### src/rtl/lifo_reverser.sv
// -----------------------------------------------------------------------------
// lifo_reverser
//
// Frame-reversal engine that drives an external LIFO through a push/pop
// interface. Words arriving on the input valid/ready stream are pushed onto
// the stack until in_last is seen, or until the stack holds 2**addr_width
// words. The block then pops the stack and presents the words in reverse
// order on the output valid/ready stream.
//
// Ports:
//   clk        in   rising-edge clock
//   reset      in   asynchronous, active-high reset (shared with the LIFO)
//   in_valid   in   input word valid
//   in_data    in   input word
//   in_last    in   final word of input frame
//   in_ready   out  input word accepted this cycle (with in_valid)
//   out_valid  out  output word valid
//   out_data   out  output word (top of stack)
//   out_last   out  final word of reversed frame
//   out_ready  in   consumer accepts out_data this cycle
//   push       out  LIFO push strobe
//   pop        out  LIFO pop strobe
//   w_data     out  LIFO write data
//   full       in   LIFO full flag
//   empty      in   LIFO empty flag
//   r_data     in   LIFO top of stack
//   trunc      out  one-cycle pulse: frame cut because the LIFO filled
//   frame_cnt  out  number of reversed frames fully drained (wrapping)
// -----------------------------------------------------------------------------
module lifo_reverser #(
    parameter int data_width = 8,
    parameter int addr_width = 4
) (
    input  logic                  clk,
    input  logic                  reset,
    input  logic                  in_valid,
    input  logic [data_width-1:0] in_data,
    input  logic                  in_last,
    output logic                  in_ready,
    output logic                  out_valid,
    output logic [data_width-1:0] out_data,
    output logic                  out_last,
    input  logic                  out_ready,
    output logic                  push,
    output logic                  pop,
    output logic [data_width-1:0] w_data,
    input  logic                  full,
    input  logic                  empty,
    input  logic [data_width-1:0] r_data,
    output logic                  trunc,
    output logic [15:0]           frame_cnt
);

    localparam int CW = addr_width + 1;
    localparam logic [CW-1:0] DEPTH     = CW'(1 << addr_width);
    localparam logic [CW-1:0] COUNT_ONE = CW'(1);
    localparam logic [CW-1:0] COUNT_ZERO = CW'(0);

    typedef enum logic [0:0] {
        ST_FILL  = 1'b0,
        ST_DRAIN = 1'b1
    } state_t;

    state_t          state_q, state_d;
    logic [CW-1:0]   count_q, count_d;
    logic            trunc_q, trunc_d;
    logic [15:0]     frame_cnt_q, frame_cnt_d;
    // Sticky flag: the stack reported empty while words were still owed.
    // Once set, output is suppressed until reset.
    logic            desync_q, desync_d;
    logic [CW-1:0]   count_inc_s;

    assign count_inc_s = count_q + COUNT_ONE;
    assign trunc       = trunc_q;
    assign frame_cnt   = frame_cnt_q;

    // State register: FSM state, occupancy counter, pulse and frame counter.
    always_ff @(posedge clk or posedge reset) begin
        if (reset) begin
            state_q     <= ST_FILL;
            count_q     <= COUNT_ZERO;
            trunc_q     <= 1'b0;
            frame_cnt_q <= 16'd0;
            desync_q    <= 1'b0;
        end else begin
            state_q     <= state_d;
            count_q     <= count_d;
            trunc_q     <= trunc_d;
            frame_cnt_q <= frame_cnt_d;
            desync_q    <= desync_d;
        end
    end

    // Next-state logic: advance on accepted pushes and taken pops.
    always_comb begin
        state_d     = state_q;
        count_d     = count_q;
        trunc_d     = 1'b0;
        frame_cnt_d = frame_cnt_q;
        desync_d    = desync_q;
        case (state_q)
            ST_FILL: begin
                if (push) begin
                    count_d = count_inc_s;
                    if (in_last) begin
                        state_d = ST_DRAIN;
                    end else if (count_inc_s == DEPTH) begin
                        // Stack is now full without a frame end: cut here.
                        state_d = ST_DRAIN;
                        trunc_d = 1'b1;
                    end else begin
                        state_d = ST_FILL;
                    end
                end else begin
                    count_d = count_q;
                end
            end
            ST_DRAIN: begin
                if (empty && (count_q != COUNT_ZERO)) begin
                    desync_d = 1'b1;
                end else begin
                    desync_d = desync_q;
                end
                if (pop) begin
                    count_d = count_q - COUNT_ONE;
                    if (count_q == COUNT_ONE) begin
                        state_d     = ST_FILL;
                        frame_cnt_d = frame_cnt_q + 16'd1;
                    end else begin
                        state_d = ST_DRAIN;
                    end
                end else begin
                    count_d = count_q;
                end
            end
            default: begin
                state_d = ST_FILL;
                count_d = COUNT_ZERO;
            end
        endcase
    end

    // Output logic: stream handshakes and LIFO strobes from current state.
    always_comb begin
        in_ready  = 1'b0;
        push      = 1'b0;
        out_valid = 1'b0;
        out_last  = 1'b0;
        pop       = 1'b0;
        w_data    = in_data;
        out_data  = r_data;
        case (state_q)
            ST_FILL: begin
                in_ready = ~full;
                push     = in_valid & ~full;
            end
            ST_DRAIN: begin
                // Gating with empty guarantees no pop of an empty stack.
                out_valid = (count_q != COUNT_ZERO) & ~empty & ~desync_q;
                out_last  = (count_q == COUNT_ONE);
                pop       = out_valid & out_ready;
            end
            default: begin
                in_ready = 1'b0;
            end
        endcase
    end

endmodule

### config.mk
export PLATFORM = sky130hd
export DESIGN_NAME = lifo_reverser
export DESIGN_NICKNAME = d
export VERILOG_FILES = /design/src/rtl/lifo_reverser.sv
export SDC_FILE = /design/constraint.sdc
export NUM_CORES = 1
export LEC_CHECK = 0
export ABC_CLOCK_PERIOD_IN_PS = 2300
export CORE_ASPECT_RATIO = 1.4
export CORE_UTILIZATION = 60
export CTS_CLUSTER_DIAMETER = 150
export DETAILED_ROUTE_END_ITERATION = 6
export DONT_BUFFER_PORTS = 1
export GPL_TIMING_DRIVEN = 0
export PLACE_DENSITY = 0.76
export SYNTH_ARGS = -nofsm -noshare
export SYNTH_HDL_FRONTEND = slang
export SYNTH_SLANG_ARGS = --single-unit
### constraint.sdc
create_clock -name clk -period 2.3 [get_ports clk]
set_input_delay 0.46 -clock clk [delete_from_list [all_inputs] [get_ports clk]]
set_output_delay 0.46 -clock clk [all_outputs]
set_load 0.01 [all_outputs]
==> impl_metrics.env <==
export IMPL_grt_pass1_wl_mm=4.22
export IMPL_htree_levels=1
export IMPL_slew_viol_final=0
export IMPL_cts_buffers=3
export IMPL_grt_start_max_net_pins=25
export IMPL_critPathBufInv=1
export IMPL_hold_path_class="in -> reg"
export IMPL_final_layout_size_suffix_gt1_frac=0.264
export IMPL_die_w_microns=43.0
export IMPL_max_clock_freq_ghz=0.452
export IMPL_max_cap_viol_count=0
export IMPL_die_area_sq_um=2560
export IMPL_cts_reportedPaths_clkPinSlew_ns=0.13
export IMPL_power_density_nw_per_um2=829
export IMPL_portBuffers=0
export IMPL_cp_top_family="simple AND/OR/NAND/NOR gates"
export IMPL_gp_congestion=0.768
export IMPL_cts_path_max_buffers=2
export IMPL_critPathKind="reg -> out"
export IMPL_timing_hold_ws_ns=0.183
export IMPL_n_fill_cell=178
export IMPL_arrival_ns=1.75
export IMPL_first_iter_violations=26
export IMPL_synth_warnings=0
export IMPL_slowest_stage="or4b_4"
export IMPL_diodes=0
export IMPL_cts_root_buf="clkbuf_4"
export IMPL_rows=20
export IMPL_seq_area_frac_synth=0.425
export IMPL_leakage_nw=0.700
export IMPL_total_power_mw=1.25
export IMPL_grt_pass1_vias=1002
export IMPL_fp_coreArea_sq_um=2200
export IMPL_crit_required_ns=1.84
export IMPL_dpl_instance_area_sq_um=1440
export IMPL_placed_cells=160
export IMPL_antenna_left=0
export IMPL_ir_drop_uv=686
export IMPL_io_pins=61
export IMPL_status="finished, final reports clean"
export IMPL_cp_max_fo=4
export IMPL_routed_via_density=6.02
export IMPL_fin_crit_ns=2.21
export IMPL_fin_nets=174
export IMPL_crit_path_start_kind="flop"
export IMPL_min_period_over_period=0.962
export IMPL_setup_viol=0
export IMPL_grt_setup_unrepaired="no"
export IMPL_dp_hpwl_mm=1.99
export IMPL_yosysUniqueCellTypes=32
export IMPL_syn_mean_instance_area_sq_um=10.2
export IMPL_crit_chain="inv_1, ha_4, or4b_4, nand2_1, nor3_1"
export IMPL_hold_viol=0
export IMPL_synth_fp_nets=167
export IMPL_finalClockSkew_ns=0.00835
export IMPL_final_cell_area_sq_um=1510
export IMPL_instances_no_fill=166
export IMPL_wl_per_cell_microns=16.5
export IMPL_worstMarginPinSlew_ns=0.906
export IMPL_start_util=0.641
export IMPL_syn_cell_area_sq_um=1410
export IMPL_cpPeakStageDelay_ns=0.49
export IMPL_cts_tree="done"
export IMPL_relSlewSlack=0.395
export IMPL_drc=0
export IMPL_grt_use_total=0.218
export IMPL_wl_mm=2.73
export IMPL_clkSinkCount=24
export IMPL_endpoint_kind="primary output"
export IMPL_yosys_register_bits=24
export IMPL_antenna_found_initial=0
export IMPL_grt_overflow=0
export IMPL_detailroute_via_count=999
export IMPL_syn_inst=138
export IMPL_fin_tns_setup_ns=0
export IMPL_area_growth_pct=6.91
export IMPL_die_height_microns=59.4
export IMPL_hold_buffers=0
export IMPL_first_pass_iters=4
export IMPL_clk_latency_ns=0.33
[final timing paths]
path / endpoint / slack (ns) / cells past startpoint / startpoint
setup / recovery: out_valid / 0.09 / 5 / count_q[1]
hold / removal: trunc / 0.18 / 1 / in_last
setup reg to reg: frame_cnt[14] / 0.28 / 6 / count_q[1]
hold reg to reg: desync_q / 0.53 / 1 / desync_q
max in group asynchronous: count_q[0] / 1.49 / 1 / reset
min in group asynchronous: count_q[1] / 0.20 / 1 / reset
[cells in the final DEF, fill, tap and decap left out, drive strengths merged, types with 4 or more instances in the layout]
master	instances
ha	6
nand4	5
nand4b	4
xnor2	10
nor2	13
xor2	10
nand3	5
dfrtp	24
nor3	4
buf	21
inv	6
clkbuf	4
nand2	11
[final cells by class]
| cell class | count | area (sq um) | area share |
|---|---|---|---|
| timing repair buffer | 2 | 15.0 | 0.00994 |
| sequential | 24 | 603 | 0.399 |
| multi-input combinational | 89 | 664 | 0.440 |
| clock buffer | 4 | 36.3 | 0.0240 |
| inverter | 6 | 22.5 | 0.0149 |
| buffer | 19 | 141 | 0.0936 |
| tap | 22 | 27.5 | 0.0182 |
[routing by layer]
layer  vias to the layer above  global-route usage  part of all wire
met1                       485               0.267              0.40
met3                         6              0.0427             0.032
met2                        33               0.379              0.55
met4                         0              0.0823             0.013
li1                        475                   -                 -
met5                         -                   0                 0
[sequential cells by signal, indices dropped and copies added (netlist names)]
signal / count
trunc: 1
desync_q: 1
count_q: 5
frame_cnt: 16
state_q: 1
[logic make-up after synthesis]
family | Yosys count | share of synthesized area
AOI/OAI and AO/OA | 10 | 0.0540
buffers and inverters | 25 | 0.116
muxes | 1 | 0.00709
DFF | 24 | 0.425
and+or+nand+nor | 52 | 0.221
xor gates and xnor gates | 20 | 0.124
adders and majority gates | 6 | 0.0531
[synthesized netlist by cell type]
master / number / area, sq um
a21bo_2: 1 / 10.0
a21oi_1: 3 / 15.0
a22oi_1: 1 / 7.51
a31o_2: 1 / 8.76
a41oi_1: 1 / 8.76
a41oi_2: 1 / 16.3
and4_1: 1 / 8.76
and4b_1: 1 / 10.0
buf_2: 2 / 10.0
buf_4: 16 / 120
buf_6: 1 / 11.3
dfrtp_1: 24 / 601
ha_1: 6 / 75.1
inv_1: 6 / 22.5
mux2i_1: 1 / 10.0
nand2_1: 11 / 41.3
nand3_1: 5 / 25.0
nand4_1: 5 / 31.3
nand4b_1: 4 / 35.0
nor2_1: 13 / 48.8
nor3_1: 3 / 15.0
nor3_2: 1 / 10.0
nor4_1: 1 / 6.26
nor4_4: 1 / 21.3
o21ai_0: 2 / 10.0
or3_4: 1 / 11.3
or3b_2: 1 / 8.76
or4_1: 1 / 7.51
or4_4: 1 / 11.3
or4b_2: 2 / 20.0
xnor2_1: 10 / 87.6
xor2_1: 10 / 87.6
[report_power, final]
group | internal [mW] | total (mW) | switching, mW
logic | 0.215 | 0.468 | 0.253
clock network | 0.0971 | 0.227 | 0.130
registers | 0.483 | 0.556 | 0.0723
[stage by stage]
stage               utilization  worst slack (ns)
detailed placement        0.654            0.0397
global placement          0.654            0.0930
floorplan                     -             0.273
CTS                       0.681            0.0821
global route              0.686           0.00324
finish                    0.686            0.0885
[repair_timing]
| action | 4_1_cts | 5_1_grt |
|---|---|---|
| endpoints found under the hold margin | 0 | 0 |
| gates resized for setup | 4 | 1 |
| endpoints found under the setup margin | 2 | 2 |
| setup buffers | 2 | 0 |
Note: power is estimated with default switching activity, not from simulation.
